**src/rtl/piso_serial_tx_pkg.sv**
```systemverilog
// Shared definitions for the PISO serial transmitter.
// State encoding and counter sizing helper.
package piso_serial_tx_pkg;

  typedef enum logic {
    IDLE  = 1'b0,
    SHIFT = 1'b1
  } state_t;

  function automatic int cnt_w(input int w);
    int r;
    r = $clog2(w);
    return (r < 1) ? 1 : r;
  endfunction

endpackage

```
**src/rtl/piso_serial_tx_dff_ar.sv**
```systemverilog
// Single-bit D flip-flop, asynchronous active-high reset to 0.
// Every state bit of the transmitter is built from this cell.
module dff_ar (
  input  logic CLK,
  input  logic RST,
  input  logic D,
  output logic Q
);

  always_ff @(posedge CLK or posedge RST) begin
    if (RST) Q <= 1'b0;
    else     Q <= D;
  end

endmodule

```
**src/rtl/piso_serial_tx.sv**
```systemverilog
// Parallel-in serial-out transmitter, MSB first, ready/load handshake.
// Last bit cycle reopens READY so words can run back-to-back.
module piso_serial_tx
  import piso_serial_tx_pkg::*;
#(
  parameter int WIDTH = 8
) (
  input  logic             CLK,
  input  logic             RST,
  input  logic [WIDTH-1:0] DIN,
  input  logic             LOAD,
  output logic             READY,
  output logic             SOUT,
  output logic             SVALID,
  output logic             DONE
);

  localparam int CW = cnt_w(WIDTH);
  localparam logic [CW-1:0] CNT_TOP = CW'(WIDTH - 1);

  logic             state_q;
  logic             state_d;
  logic [CW-1:0]    cnt_q;
  logic [CW-1:0]    cnt_d;
  logic [WIDTH-1:0] sr_q;
  logic [WIDTH-1:0] sr_d;

  logic shifting;
  logic last;
  logic accept;

  dff_ar u_state (
    .CLK (CLK),
    .RST (RST),
    .D   (state_d),
    .Q   (state_q)
  );

  for (genvar i = 0; i < CW; i++) begin : g_cnt
    dff_ar u_ff (
      .CLK (CLK),
      .RST (RST),
      .D   (cnt_d[i]),
      .Q   (cnt_q[i])
    );
  end

  for (genvar i = 0; i < WIDTH; i++) begin : g_sr
    dff_ar u_ff (
      .CLK (CLK),
      .RST (RST),
      .D   (sr_d[i]),
      .Q   (sr_q[i])
    );
  end

  assign shifting = (state_q == SHIFT);
  assign last     = shifting && (cnt_q == '0);
  assign accept   = LOAD && READY;

  always_comb begin
    state_d = state_q;
    cnt_d   = cnt_q;
    sr_d    = sr_q;
    if (accept) begin
      state_d = SHIFT;
      cnt_d   = CNT_TOP;
      sr_d    = DIN;
    end else if (shifting) begin
      sr_d = {sr_q[WIDTH-2:0], 1'b0};
      if (last) state_d = IDLE;
      else      cnt_d   = cnt_q - CW'(1);
    end
  end

  // Outputs decode registered state only; LOAD/DIN never reach them.
  assign READY  = !shifting || last;
  assign SVALID = shifting;
  assign SOUT   = shifting && sr_q[WIDTH-1];
  assign DONE   = last;

endmodule

```
**config.mk**
```make
export PLATFORM = sky130hd
export DESIGN_NAME = piso_serial_tx
export DESIGN_NICKNAME = d
export VERILOG_FILES = /design/src/rtl/piso_serial_tx_pkg.sv /design/src/rtl/piso_serial_tx_dff_ar.sv /design/src/rtl/piso_serial_tx.sv
export SDC_FILE = /design/constraint.sdc
export NUM_CORES = 1
export LEC_CHECK = 0
export BUFFER_PORTS_ARGS = -buffer_cell sky130_fd_sc_hd__buf_2
export CORE_AREA = 2 2 39 41
export DETAILED_ROUTE_END_ITERATION = 16
export DIE_AREA = 0 0 41 43
export GPL_TIMING_DRIVEN = 0
export PLACE_DENSITY = 0.69
export SLEW_MARGIN = 20
export SYNTH_ARGS = -nofsm -noshare
export SYNTH_HDL_FRONTEND = slang
export SYNTH_SLANG_ARGS = --single-unit
```
**constraint.sdc**
```tcl
create_clock -name CLK -period 1.86 [get_ports CLK]
set_input_delay 0.372 -clock CLK [delete_from_list [all_inputs] [get_ports CLK]]
set_output_delay 0.372 -clock CLK [all_outputs]
set_load 0.02 [all_outputs]
```
==> results of run 1 <==
[power groups by stage]
stage	logic, uW	registers, uW	clock network [uW]
6_report	573	433	207
3_5_place_dp	528	434	0
2_1_floorplan	414	423	0
5_1_grt	627	449	231
4_1_cts	570	434	211
3_3_place_gp	521	428	0
[synth_stat cells (all sizes together)]
cell,count,area share
and2,2,0.020
a211o,4,0.057
o21ai,4,0.033
dfrtp,12,0.49
nand2b,2,0.020
ha,2,0.041
mux2,1,0.018
nor2b,2,0.020
a32oi,3,0.043
o221a,4,0.073
inv,4,0.024
a21boi,1,0.012
a32o,1,0.016
and2b,2,0.024
nand2,7,0.043
nor2,1,0.0061
buf,4,0.061
[routing by layer]
layer / part of all wire / GRT usage
met1: 0.43 / 0.232
met2: 0.52 / 0.256
met3: 0.056 / 0.0785
met4: 0 / 0.0800
met5: 0 / 0
[state kept, by name, summed over array words and instances (netlist names)]
signal / count
g_cnt.u_ff.Q: 3
g_sr.u_ff.Q: 8
u_state.Q: 1
[layout make-up]
cell class	count	area, sq um	area share
multi-input combinational	36	278	0.365
sequential	12	300	0.394
buffer	2	15.0	0.0197
timing repair buffer	16	97.6	0.128
tap	16	20.0	0.0263
inverter	4	15.0	0.0197
clock buffer	4	36.3	0.0476
[worst max path at each step]
stage	startpoint	endpoint	slack, ns	depth (start not counted)
floorplan	g_cnt[0].u_ff.Q	g_cnt[0].u_ff.Q	0.36	7
global placement	g_cnt[0].u_ff.Q	READY	0.19	7
detailed placement	g_cnt[0].u_ff.Q	READY	0.18	7
CTS	g_cnt[0].u_ff.Q	DONE	0.04	6
global route	g_cnt[0].u_ff.Q	DONE	0.001	6
finish	g_cnt[0].u_ff.Q	DONE	0.05	6
[worst max-delay path: cells and delay by family (launching register included)]
family | cells | cell delay (ns)
fa+ha+maj | 2 | 0.37
simple gates | 1 | 0.15
flops | 1 | 0.35
buf+inv | 3 | 0.29
[through the flow]
step	hold WS, ns	cell area (sq um)	std cells	util
6_report	0.0978	762	90	0.551
5_1_grt	0.132	762	90	0.551
4_1_cts	0.104	764	91	0.552
3_5_place_dp	0.399	706	86	0.510
3_3_place_gp	0.399	706	86	0.510
2_1_floorplan	0.237	616	56	-
[repair_timing]
item                       in CTS  in global routing
resized for setup               6                  3
setup endpoints to repair       1                  2
setup buffers                   2                  0
pin swaps                       1                  0
hold endpoints to repair        0                  0
[cells by family after synthesis]
kind of cell	share of synthesized area
compound gates	0.234
simple gates	0.134
fa+ha+maj	0.0406
buf+inv	0.0853
flops	0.488
mux	0.0183
==> summary.txt, run 1 <==
Max clock buf depth -> 2
worst reg2reg startpoint -> g_cnt[0].u_ff.Q
global-route wire length before repair -> 2.06 mm
antenna violations before repair -> 0
share of cells above drive strength 1 -> 0.432
vias in the first global route -> 477
Slowest cell on crit path -> dfrtp_1
pwr dens -> 1590 mW/mm^2
Critical Path Fanout Max -> 2
via/cell ratio -> 5.57
HP Class -> primary input to async pin
Layout Nets -> 88
die area -> 0.00176 sq mm
Syn Nets -> 69
register area share after synthesis -> 0.488
mapped cell area -> 616 sq um
hpwl dp -> 858 um
FF-to-FF setup slack -> 0.23 ns
final setup margin -> 0.0541 ns
synthesized area per cell -> 11.0 sq um
Max Cap Violations -> 0
Slew @ Worst Pin -> 0.465 ns
min Tclk post-route -> 1.81 ns
crit path DAT -> 1.43 ns
fillers -> 131
Switching Fraction -> 0.362
CP Capture Type -> primary output
f_max -> 554 MHz
total grt overflow -> 0
Chip Height -> 43 um
internal power -> 775 uW
static leakage -> 0.000393 uW
Clk pwr share -> 0.171
Root Driver -> clkbuf_4
n_diodes -> 0
status -> finished clean
most frequent cells in the layout -> 12 x dfrtp_1, 12 x buf_2, 7 x nand2_1
Area Overhead vs Synth -> 23.8%
Hold Vio Cnt, Final -> 0
Worst Setup Start Kind -> flip-flop
Comb pwr share -> 0.472
final wirelength -> 1.28 mm
Routed Antenna Nets -> 0
CTS H-tree lvls -> 1
Die X -> 41 um
total global-route track usage -> 0.181
pin count of the biggest net entering global routing -> 13
Ys Warns -> 0
Fin Setup TNS -> 0 ns
Final setup viols -> 0
TritonCTS buffer count -> 3
# DRC -> 0
RSZ-0062 raised after global routing -> false
IO Count -> 15
Netlist cell types -> 18
Layout Skew -> 0.00164 ns
Max stage delay on crit path -> 0.35 ns
ordered cell list for the critical path -> inv_2 > ha_2 > ha_2 > buf_4 > and2_4 > buf_6
DR vias -> 501
hold bufs inserted after CTS -> 0
maximum vdd drop -> 682 uV
cell mode on critical path -> ha_2
Mapped Cells -> 56
Worst EP required -> 1.49 ns
routed length per instance -> 14.2 um
share of power burned in registers -> 0.357
total power -> 1210 uW
Initial Utilization -> 0.445
P_sw -> 439 uW
number of I/O port buffers -> 14
Slew HR -> 0.690
Critical R2R Capture -> g_sr[4].u_ff.Q
final RePlAce weighted congestion -> 0.698
Detailed Route Iter0 Violations -> 21
Setup CP Type -> flip-flop to primary output
CTS tree -> done
clock-pin slew on the worst setup and hold paths -> 0.08 ns
Reg2Reg Depth -> 7
post-synthesis register bit count -> 12
fin crit share -> 0.971
drt pass-1 iters -> 4
CTS sink cnt -> 12
clock latency on the worst-skew pair -> 0.27 ns
final slew viol count -> 0
Post-Place Setup Slack -> 0.175 ns
row cnt -> 14
Core Area -> 0.00138 sq mm
Note: power is estimated with default switching activity, not from simulation.
==> run 2: changes to the inputs <==
- CTS_CLUSTER_DIAMETER: unset -> 60
- GPL_TIMING_DRIVEN: 0 -> unset
==> summary.txt, run 2 (synthesis results as in run 1) <==
fin crit share -> 0.951
max FFs per register -> 8
status -> finished clean
CTS tree -> done
CP Capture Type -> primary output
top routing layer used -> met4
Critical Path Fanout Max -> 8
routed length per instance -> 13.1 um
total grt overflow -> 0
RSZ-0062 raised after global routing -> false
M1 WL -> 538 um
Worst Setup Start Kind -> flip-flop
final wirelength -> 1.18 mm
n_diodes -> 0
clock-pin slew on the worst setup and hold paths -> 0.07 ns
maximum vdd drop -> 685 uV
share of cells above drive strength 1 -> 0.378
Routed Antenna Nets -> 0
static leakage -> 0.000392 uW
Hold Vio Cnt, Final -> 0
most frequent cells in the layout -> 14 x buf_2, 12 x dfrtp_1, 7 x nand2_1, 5 x buf_4
IO Count -> 15
global-route wire length before repair -> 1.75 mm
total global-route track usage -> 0.152
final RePlAce weighted congestion -> 0.711
FF-to-FF setup slack -> 0.22 ns
final slew viol count -> 0
Area Overhead vs Synth -> 19.5%
fillers -> 132
commonest non-fill, non-tap cell in the layout -> buf_2
# DRC -> 0
Detailed Route Iter0 Violations -> 9
drt pass-1 iters -> 4
Worst EP required -> 1.49 ns
crit path DAT -> 1.40 ns
vias in the first global route -> 412
Layout Nets -> 89
Top Registers -> g_sr.u_ff.Q x8, g_cnt.u_ff.Q x3, u_state.Q x1
Chip Height -> 43 um
Post-Place Setup Slack -> 0.191 ns
clock latency on the worst-skew pair -> 0.27 ns
min Tclk post-route -> 1.77 ns
Core Area -> 0.00138 sq mm
hpwl dp -> 809 um
f_max -> 565 MHz
TritonCTS buffer count -> 3
Fin Setup TNS -> 0 ns
Setup CP Type -> flip-flop to primary output
Max clock buf depth -> 2
Slew @ Worst Pin -> 0.447 ns
antenna violations before repair -> 0
placed insts -> 84
pin count of the biggest net entering global routing -> 15
Initial Utilization -> 0.445
Final setup viols -> 0
Max Cap Violations -> 0
Final Non-Filler Cells -> 90
Die X -> 41 um
largest register by flop count -> g_sr.u_ff.Q
hold bufs inserted after CTS -> 0
HP Class -> primary input to async pin
final setup margin -> 0.0912 ns
CTS H-tree lvls -> 1
via/cell ratio -> 5.33
metal2 WL -> 582 um
Root Driver -> clkbuf_4
Layout Skew -> 0.00502 ns
DR vias -> 480
Slew HR -> 0.702
WL met3 -> 44 um
row cnt -> 14
CTS sink cnt -> 12
number of I/O port buffers -> 14
total power -> 1150 uW
die area -> 0.00176 sq mm
pwr dens -> 1560 mW/mm^2
==> run 2: path summary, 6_finish.rpt <==
kind / startpoint / end / cells past startpoint
max in group asynchronous: RST / g_sr[3].u_ff.Q / 2
hold reg to reg: g_sr[1].u_ff.Q / g_sr[2].u_ff.Q / 2
hold / removal: RST / g_cnt[0].u_ff.Q / 2
setup / recovery: g_cnt[0].u_ff.Q / READY / 5
min in group CLK: DIN[1] / g_sr[1].u_ff.Q / 3
setup reg to reg: g_cnt[0].u_ff.Q / g_sr[3].u_ff.Q / 8
==> run 2: through the flow <==
step,hold WS (ns),utilization,area [sq um]
after floorplan,0.237,-,616
after global placement,0.396,0.494,683
after detailed placement,0.396,0.494,683
after CTS,0.103,0.515,713
after global routing,0.142,0.532,736
final,0.0908,0.532,736
==> run 2: power breakdown <==
part	switching (uW)	total (uW)	internal, uW
sequential	56.3	424	368
combinational	286	573	286
clock	78.6	153	74.9
==> run 2: layout make-up <==
| class | instances | area (sq um) | share of cell area |
|---|---|---|---|
| clock buffers | 3 | 22.5 | 0.0306 |
| repair buffers | 19 | 108 | 0.146 |
| flip-flops and latches | 12 | 300 | 0.408 |
| well taps | 16 | 20.0 | 0.0272 |
| multi-input cells | 36 | 270 | 0.367 |
| inverters | 4 | 15.0 | 0.0204 |
==> run 2: repair_timing <==
action,CTS,global route
setup endpoints to repair,1,1
setup buffers,0,3
resized for setup,2,0
==> run 2: metal layers <==
metal,vias to the layer above,track usage
met5,-,0
met4,0,0.100
met3,2,0.0314
met2,11,0.219
met1,229,0.198
li1,238,-
==> run 2: critical path, stage by stage, from the launching register on <==
cell	delay [ns]
dfrtp_1	0.33
inv_1	0.05
ha_1	0.19
ha_1	0.21
nand2b_4	0.18
buf_2	0.17
